File: src/rtl/icache_refill_ctrl.sv
// rtl/icache_refill_ctrl.sv - critical-word-first instruction cache line refill sequencer
//
// Purpose: on a fetch miss, invalidates the target line, reads the whole line
// from instruction memory starting at the missing word (wrapping within the
// line), writes each returned word into the cache, forwards the critical word
// early and holds the PC via stall_o until the line is marked valid.
//
// Ports:
//   CLK, RSTn                 clock (rising edge), async active-low reset
//   EN                        low suspends new memory issues only
//   load_ctrl_i               program loader owns memory; aborts any refill
//   miss_i, miss_addr_i       fetch miss request and its byte address
//   flush_i                   PC redirect; abandons a refill in progress
//   mem_en_o, mem_addr_o      memory read issue
//   mem_rdata_i               memory read data, MEM_LAT cycles after issue
//   cache_inval_o             pulse: clear valid of the line being refilled
//   cache_we_n_o              cache word write enable (active-low)
//   cache_offset_o/wdata_o    cache word write offset and data
//   cache_tag_o               tag of the line being refilled
//   cache_valid_o             pulse: mark line valid with cache_tag_o
//   crit_valid_o/crit_data_o  pulse + data: critical word for IF/ID
//   stall_o                   high whenever the sequencer is not idle
module icache_refill_ctrl #(
  parameter int ADDR_W  = 20,
  parameter int DATA_W  = 32,
  parameter int LINE_W  = 16,
  parameter int TAG_W   = 4,
  parameter int MEM_LAT = 1,
  localparam int OFF_W  = $clog2(LINE_W)
) (
  input  logic              CLK,
  input  logic              RSTn,
  input  logic              EN,
  input  logic              load_ctrl_i,
  input  logic              miss_i,
  input  logic [ADDR_W-1:0] miss_addr_i,
  input  logic              flush_i,
  output logic              mem_en_o,
  output logic [ADDR_W-1:0] mem_addr_o,
  input  logic [DATA_W-1:0] mem_rdata_i,
  output logic              cache_inval_o,
  output logic              cache_we_n_o,
  output logic [OFF_W-1:0]  cache_offset_o,
  output logic [TAG_W-1:0]  cache_tag_o,
  output logic [DATA_W-1:0] cache_wdata_o,
  output logic              cache_valid_o,
  output logic              crit_valid_o,
  output logic [DATA_W-1:0] crit_data_o,
  output logic              stall_o
);

  localparam logic [ADDR_W-1:0] LINE_MASK = ADDR_W'(4 * LINE_W - 1);
  localparam logic [OFF_W:0]    LINE_CNT  = (OFF_W + 1)'(LINE_W);
  localparam logic [OFF_W:0]    LAST_RET  = (OFF_W + 1)'(LINE_W - 1);
  localparam logic [OFF_W:0]    CNT_ONE   = (OFF_W + 1)'(1);

  typedef enum logic [1:0] {S_IDLE, S_FILL, S_DRAIN, S_DONE} state_t;

  state_t             r_state;
  state_t             w_next_state;
  logic [ADDR_W-1:0]  r_base;
  logic [OFF_W-1:0]   r_crit;
  logic [TAG_W-1:0]   r_tag;
  logic [OFF_W:0]     r_issue_cnt;
  logic [OFF_W:0]     r_ret_cnt;
  logic               r_first;
  logic [MEM_LAT-1:0] r_pipe_v;
  logic [OFF_W-1:0]   r_pipe_off [MEM_LAT];

  logic               w_start;
  logic               w_fill_live;
  logic               w_issue;
  logic               w_ret;
  logic [OFF_W-1:0]   w_issue_off;

  assign w_start     = (r_state == S_IDLE) & miss_i & ~flush_i & ~load_ctrl_i;
  // A flush or loader takeover kills issues and writes in that very cycle.
  assign w_fill_live = (r_state == S_FILL) & ~flush_i & ~load_ctrl_i;
  assign w_issue     = w_fill_live & EN & (r_issue_cnt < LINE_CNT);
  assign w_ret       = w_fill_live & r_pipe_v[MEM_LAT-1];
  // Wrap within the line by natural OFF_W-bit overflow.
  assign w_issue_off = r_crit + r_issue_cnt[OFF_W-1:0];
  assign stall_o     = (r_state != S_IDLE);
  assign cache_tag_o = r_tag;

  always_ff @(posedge CLK or negedge RSTn) begin
    if (!RSTn) begin
      r_state <= S_IDLE;
    end else begin
      r_state <= w_next_state;
    end
  end

  always_ff @(posedge CLK or negedge RSTn) begin
    if (!RSTn) begin
      r_base      <= '0;
      r_crit      <= '0;
      r_tag       <= '0;
      r_issue_cnt <= '0;
      r_ret_cnt   <= '0;
      r_first     <= 1'b0;
      r_pipe_v    <= '0;
      for (int i = 0; i < MEM_LAT; i++) r_pipe_off[i] <= '0;
    end else begin
      if (load_ctrl_i) begin
        r_pipe_v <= '0;
        r_first  <= 1'b0;
      end else begin
        r_pipe_v[0] <= w_issue;
        for (int i = 1; i < MEM_LAT; i++) r_pipe_v[i] <= r_pipe_v[i-1];
        r_first <= w_start;
      end
      // Offsets travel alongside the valid bits; only valid slots are consumed.
      r_pipe_off[0] <= w_issue_off;
      for (int i = 1; i < MEM_LAT; i++) r_pipe_off[i] <= r_pipe_off[i-1];
      if (w_start) begin
        r_base      <= miss_addr_i & ~LINE_MASK;
        r_crit      <= miss_addr_i[2 +: OFF_W];
        r_tag       <= miss_addr_i[2 + OFF_W +: TAG_W];
        r_issue_cnt <= '0;
        r_ret_cnt   <= '0;
      end
      if (w_issue) r_issue_cnt <= r_issue_cnt + CNT_ONE;
      if (w_ret)   r_ret_cnt   <= r_ret_cnt + CNT_ONE;
    end
  end

  always_comb begin
    w_next_state   = r_state;
    mem_en_o       = 1'b0;
    mem_addr_o     = '0;
    cache_inval_o  = 1'b0;
    cache_we_n_o   = 1'b1;
    cache_offset_o = '0;
    cache_wdata_o  = '0;
    cache_valid_o  = 1'b0;
    crit_valid_o   = 1'b0;
    crit_data_o    = '0;
    case (r_state)
      S_IDLE: begin
        if (w_start) w_next_state = S_FILL;
      end
      S_FILL: begin
        cache_inval_o = r_first & ~load_ctrl_i;
        if (w_issue) begin
          mem_en_o   = 1'b1;
          mem_addr_o = r_base | ADDR_W'({w_issue_off, 2'b00});
        end
        if (w_ret) begin
          cache_we_n_o   = 1'b0;
          cache_offset_o = r_pipe_off[MEM_LAT-1];
          cache_wdata_o  = mem_rdata_i;
          // Issue order starts at the critical word, so the first return is it.
          if (r_ret_cnt == '0) begin
            crit_valid_o = 1'b1;
            crit_data_o  = mem_rdata_i;
          end
        end
        if (load_ctrl_i) begin
          w_next_state = S_IDLE;
        end else if (flush_i) begin
          w_next_state = S_DRAIN;
        end else if (w_ret && (r_ret_cnt == LAST_RET)) begin
          w_next_state = S_DONE;
        end
      end
      S_DRAIN: begin
        if (load_ctrl_i || (r_pipe_v == '0)) w_next_state = S_IDLE;
      end
      S_DONE: begin
        cache_valid_o = ~load_ctrl_i;
        w_next_state  = S_IDLE;
      end
      default: w_next_state = S_IDLE;
    endcase
  end

endmodule

File: config.mk
export PLATFORM = sky130hd
export DESIGN_NAME = icache_refill_ctrl
export DESIGN_NICKNAME = d
export VERILOG_FILES = /design/src/rtl/icache_refill_ctrl.sv
export SDC_FILE = /design/constraint.sdc
export NUM_CORES = 1
export LEC_CHECK = 0
export CAP_MARGIN = 20
export CORE_MARGIN = 8
export CORE_UTILIZATION = 36
export DETAILED_ROUTE_END_ITERATION = 8
export GPL_ROUTABILITY_DRIVEN = 0
export PLACE_DENSITY = 0.91
export SLEW_MARGIN = 30
export SYNTH_ARGS = -nofsm -noshare
export SYNTH_HDL_FRONTEND = slang
export SYNTH_SLANG_ARGS = --single-unit
export TNS_END_PERCENT = 1
File: constraint.sdc
create_clock -name CLK -period 2.39 [get_ports CLK]
set_input_delay 0.478 -clock CLK [delete_from_list [all_inputs] [get_ports CLK]]
set_output_delay 0.478 -clock CLK [all_outputs]
set_load 0.05 [all_outputs]
Word-level counts from Yosys, hierarchy flattened:

Index checks and enable logic that the tools add are counted.

* bits in registers: 40
* input port bits: 58
* logic and storage cells: 70

* add/subtract/negate cells: 3
* magnitude comparators: 1
* equality and inequality tests: 7
* mux-type cells: 29
* bitwise gates (word level): 13
* reductions and logical operators: 8

Operators with widths (count)
* $mux 32: 5
* $mux 20: 2
* $or 20x6->20: 1
* $mux 5: 3
* $mux 1: 11
* $add 5x1->5 const B: 2
* $mux 2: 5
* $and 1x1->1: 9
* $mux 4: 2
* $pmux 2 s4: 1
* $reduce_bool 2->1: 3
* $eq 5x4->1 const B: 1
* $logic_not 5->1: 1
* $lt 5x5->1 const B: 1
* $add 4x4->4: 1
* $eq 2x2->1 const B: 2
* $ne 2x2->1 const B: 2
* $ne 4x3->1 const B: 1
* $not 1->1: 3
* $reduce_and 3->1: 1
* $eq 2x1->1 const B: 1
* $logic_not 2->1: 1
* $logic_and 1x1->1: 1
* $logic_or 1x1->1: 1

Logic depth before layout (Yosys ltp):

* depth in word-level cells: 9
* depth in mapped cells: 6
* depth with buffers taken out: 6

Worst setup path before layout:

Ideal clock, no wire load.

* kind: in2out
* from: in flush_i
* to: out mem_addr_o[5]
* data arrival time: 2.001 ns
* setup slack: -0.089 ns
* stages on the path: 4
* path buffers: 1
* cells stage by stage: nor4b_1 > clkbuf_2 > nand2_1 > a21oi_1

* word-level cells in the longest chain between the ends: 7

RTL lines
* start: declaration: RTL line 37 `input logic flush_i,`
* $not 1->1: RTL line 78 `assign w_fill_live = (r_state == S_FILL) & ~flush_i & ~load_ctrl_i;`
* $and 1x1->1 (2 in series): RTL line 78
* $and 1x1->1 (2 in series): RTL line 79 `assign w_issue = w_fill_live & EN & (r_issue_cnt < LINE_CNT);`
* $mux 20: RTL line 145 `if (w_issue) begin`
* $mux 20: RTL line 139 `case (r_state)`
* end: declaration: RTL line 39 `output logic [ADDR_W-1:0] mem_addr_o,`

No other way between the ends.

Worst setup path after layout:

* from: in flush_i
* to: out crit_data_o[8]

* word-level cells in the longest chain between the ends: 6

RTL lines
* $not 1->1: RTL line 78
* $and 1x1->1 (2 in series): RTL line 78
* $and 1x1->1: RTL line 80 `assign w_ret = w_fill_live & r_pipe_v[MEM_LAT-1];`
* $mux 32: RTL line 149 `if (w_ret) begin`
* $mux 32: RTL line 139
* end: declaration: RTL line 48 `output logic [DATA_W-1:0] crit_data_o,`

No other way between the ends.

==> impl_metrics.ini <==
[critical_path]
rr_endpoint = r_ret_cnt[2]
crit_fanout = 33
cp_data_arrival_time_ns = 2.09
crit_end = crit_data_o[8]
cp.required_ns = 1.91
worstSetupEndpointType = primary output
critical_path_class = input pin to primary output
reg2reg_depth = 6
r2r-start = r_state[1]
reg2reg_slack_ns = 0.58
critPathLaunchType = input pin
crit_path_start = flush_i

[logic_synthesis]
yosysSeqAreaShare_pct = 39.2
synthArstFlopShare_pct = 100
synthTopCellsByCount = and2_1 (69), dfrtp_1 (36), and3_1 (19)
synthXorXnorAreaFrac_pct = 0.762
post-synth-top-count-cell = and2_1
synth_area_leader_cell = dfrtp_1
synth_top_family_by_area = simple AND/OR/NAND/NOR gates
synth-adder-area-share_pct = 4.68
synth-edff-count = 0
synth_top_area_share_pct = 39.2
synthMuxAreaShare_pct = 9.68
synth_area_per_cell_um2 = 9.83
yosys_most_used_dff = dfrtp_1
synth-simple-area-share_pct = 32.8
yosysWarnings = 0
synth_area_um2 = 2300
synth_compound_gate_area_share_pct = 4.79
ys_top_cells_by_area = dfrtp_1 (39%), and2_1 (19%), mux2_2 (8.8%)
ys_ff_latch = 36
ys_types = 40
synthCells = 234

[clock_tree]
clock_path_buffers = 2
clk_latency_ns = 0.28
clk_pin_slew_ns = 0.07
ctsHoldBuffers = 0
cts-root-buf = clkbuf_8
cts_buffers = 5
cts_tree = built
cts.sinks = 36
htreeDepth = 2

[global_routing]
grt_usage_pct = 18.7
grt_pass1_wl_um = 13300
antenna_found_initial = 0
grt_overflow = 0
grt_max_degree = 38
grt_pass1_vias = 2443

[place]
dp_cells = 459
hpwl_um = 7730
place_ws_ns = -0.250
port-buffer-count = 151

[status]
run_status = finished with violations
failed_checks = negative setup slack

[pwr]
power_leakage_nw = 2.17
powerDensity_nw_per_um2 = 314
ir_drop_v = 0.000398

[cells_and_area]
drive_above_1_share_pct = 39.3
num_antenna_cells = 0
seqCellArea_um2 = 901
syn2layout_area_growth_pct = 117
layout.cells.non_filler = 466
final_nets = 455
fillCellCount = 373
multiInputGateArea_um2 = 1310
fin_util_pct = 79.3

[drt]
vias_per_cell = 4.94
route.detailed.drc = 0
wirelength_um = 8980
antenna_left = 0
wl_per_cell_um = 19.3
drt_iter0_markers = 79
dr.pass1.iters = 4
vias = 2302

[sta]
fin_hold_ws_ns = 0.286
finalHoldViolCount = 0
clock_skew_ns = 0.0122
relSlewSlack_pct = 44.9
rsz0062_at_grt = yes
max_freq_mhz = 389
setup_viol = 76
fin_crit_sh_pct = 107
worst_slew_pin_slew_ns = 0.826
min_period_ns = 2.57
setup_ws_ns = -0.178
fin_setup_tns_ns = -11.02
slew_viol_final = 0

[floorplanning]
rows = 29
die_area_um2 = 9200
chipHeight_um = 95.9
core_area_um2 = 6280
start_util_pct = 36.6
pin_count = 156
die_w_um = 95.9

[flow_run]
maxCapViolCount = 0

[hold_path]
hold_class = input pin to async pin
-- report_power, final --
group | total, W | switching [W] | leakage (nW) | internal, W
clock network | 0.000404 | 0.000206 | 0.0410 | 0.000198
registers | 0.000755 | 0.0000523 | 0.454 | 0.000703
logic | 0.000402 | 0.000190 | 1.67 | 0.000213
total | 0.00156 | 0.000448 | 2.17 | 0.00111
-- worst min path at each step --
stage	start	to	slack, ns	depth (start not counted)
3_3_place_gp	r_base[11]	r_base[11]	0.48	1
2_1_floorplan	RSTn	cache_tag_o[0]	0.18	0
5_1_grt	RSTn	r_base[10]	0.36	1
6_report	RSTn	r_base[10]	0.29	1
3_5_place_dp	r_base[10]	r_base[10]	0.49	1
4_1_cts	RSTn	r_base[10]	0.31	1
-- final cells by class --
| type | count | area share [%] |
|---|---|---|
| clock buffer | 6 | 1.46 |
| timing repair buffer | 167 | 51.3 |
| multi-input combinational | 167 | 26.2 |
| inverter | 12 | 0.905 |
| clock inverter | 1 | 0.101 |
| sequential | 36 | 18.1 |
| tap | 77 | 1.93 |
-- per-stage QoR --
step	total power (W)	instance area, um2
3_5_place_dp	0.00116	4820
4_1_cts	0.00157	4920
3_3_place_gp	0.00113	4820
5_1_grt	0.00164	4980
2_1_floorplan	0.000973	2310
6_report	0.00156	4980
-- flip-flops by register name (all words and copies together) (netlist names) --
signal,cells
r_base,11
r_issue_cnt,5
r_ret_cnt,5
r_crit,4
r_pipe_off,4
cache_tag_o,3
r_state,2
r_first,1
r_pipe_v,1
-- worst max-delay path, cell delays in order --
cell and delay (ns):
clkdlybuf4s50_1 0.43, or3_4 0.43, nor3_4 0.22, buf_12 0.19
and2_1 0.19, buf_12 0.15
-- repair_timing --
| item | in CTS | in global routing |
|---|---|---|
| pin swaps | 1 | 2 |
| gates resized for setup | 4 | 14 |
| setup endpoints to repair | 89 | 90 |
| buffers inserted | 0 | 0 |
-- per-layer routing --
metal | share of wire (%) | routed length [um] | GRT usage, % | vias up
met1 | 34 | 3090 | 19.8 | 1114
met5 | 0 | 0 | 0 | -
met3 | 9.0 | 812 | 5.07 | 8
met2 | 56 | 5000 | 36.2 | 102
li1 | - | - | - | 1078
met4 | 0.91 | 82 | 3.46 | 0
-- cell families (layout without fill, tap and decap cells) --
group | Yosys count | after routing
xor gates and xnor gates | 2 | 2
DFF | 36 | 36
buffers and inverters | 32 | 186
AOI/OAI and AO/OA | 15 | 15
muxes | 20 | 20
adders and majority gates | 8 | 8
and+or+nand+nor | 120 | 120
other | 1 | 2
-- cells in the final DEF (no fill, tap or decap), types with 5 or more instances in the layout --
| master | Yosys | layout |
|---|---|---|
| and2_1 | 69 | 66 |
| and3_1 | 19 | 10 |
| and3_4 | 0 | 9 |
| buf_12 | 0 | 92 |
| buf_4 | 7 | 14 |
| clkbuf_8 | 0 | 5 |
| clkdlybuf4s50_1 | 0 | 59 |
| dfrtp_1 | 36 | 36 |
| ha_1 | 7 | 7 |
| inv_1 | 12 | 11 |
| mux2_2 | 18 | 18 |
| nand2_1 | 5 | 5 |
No activity file was read; power rests on OpenSTA's default activity.
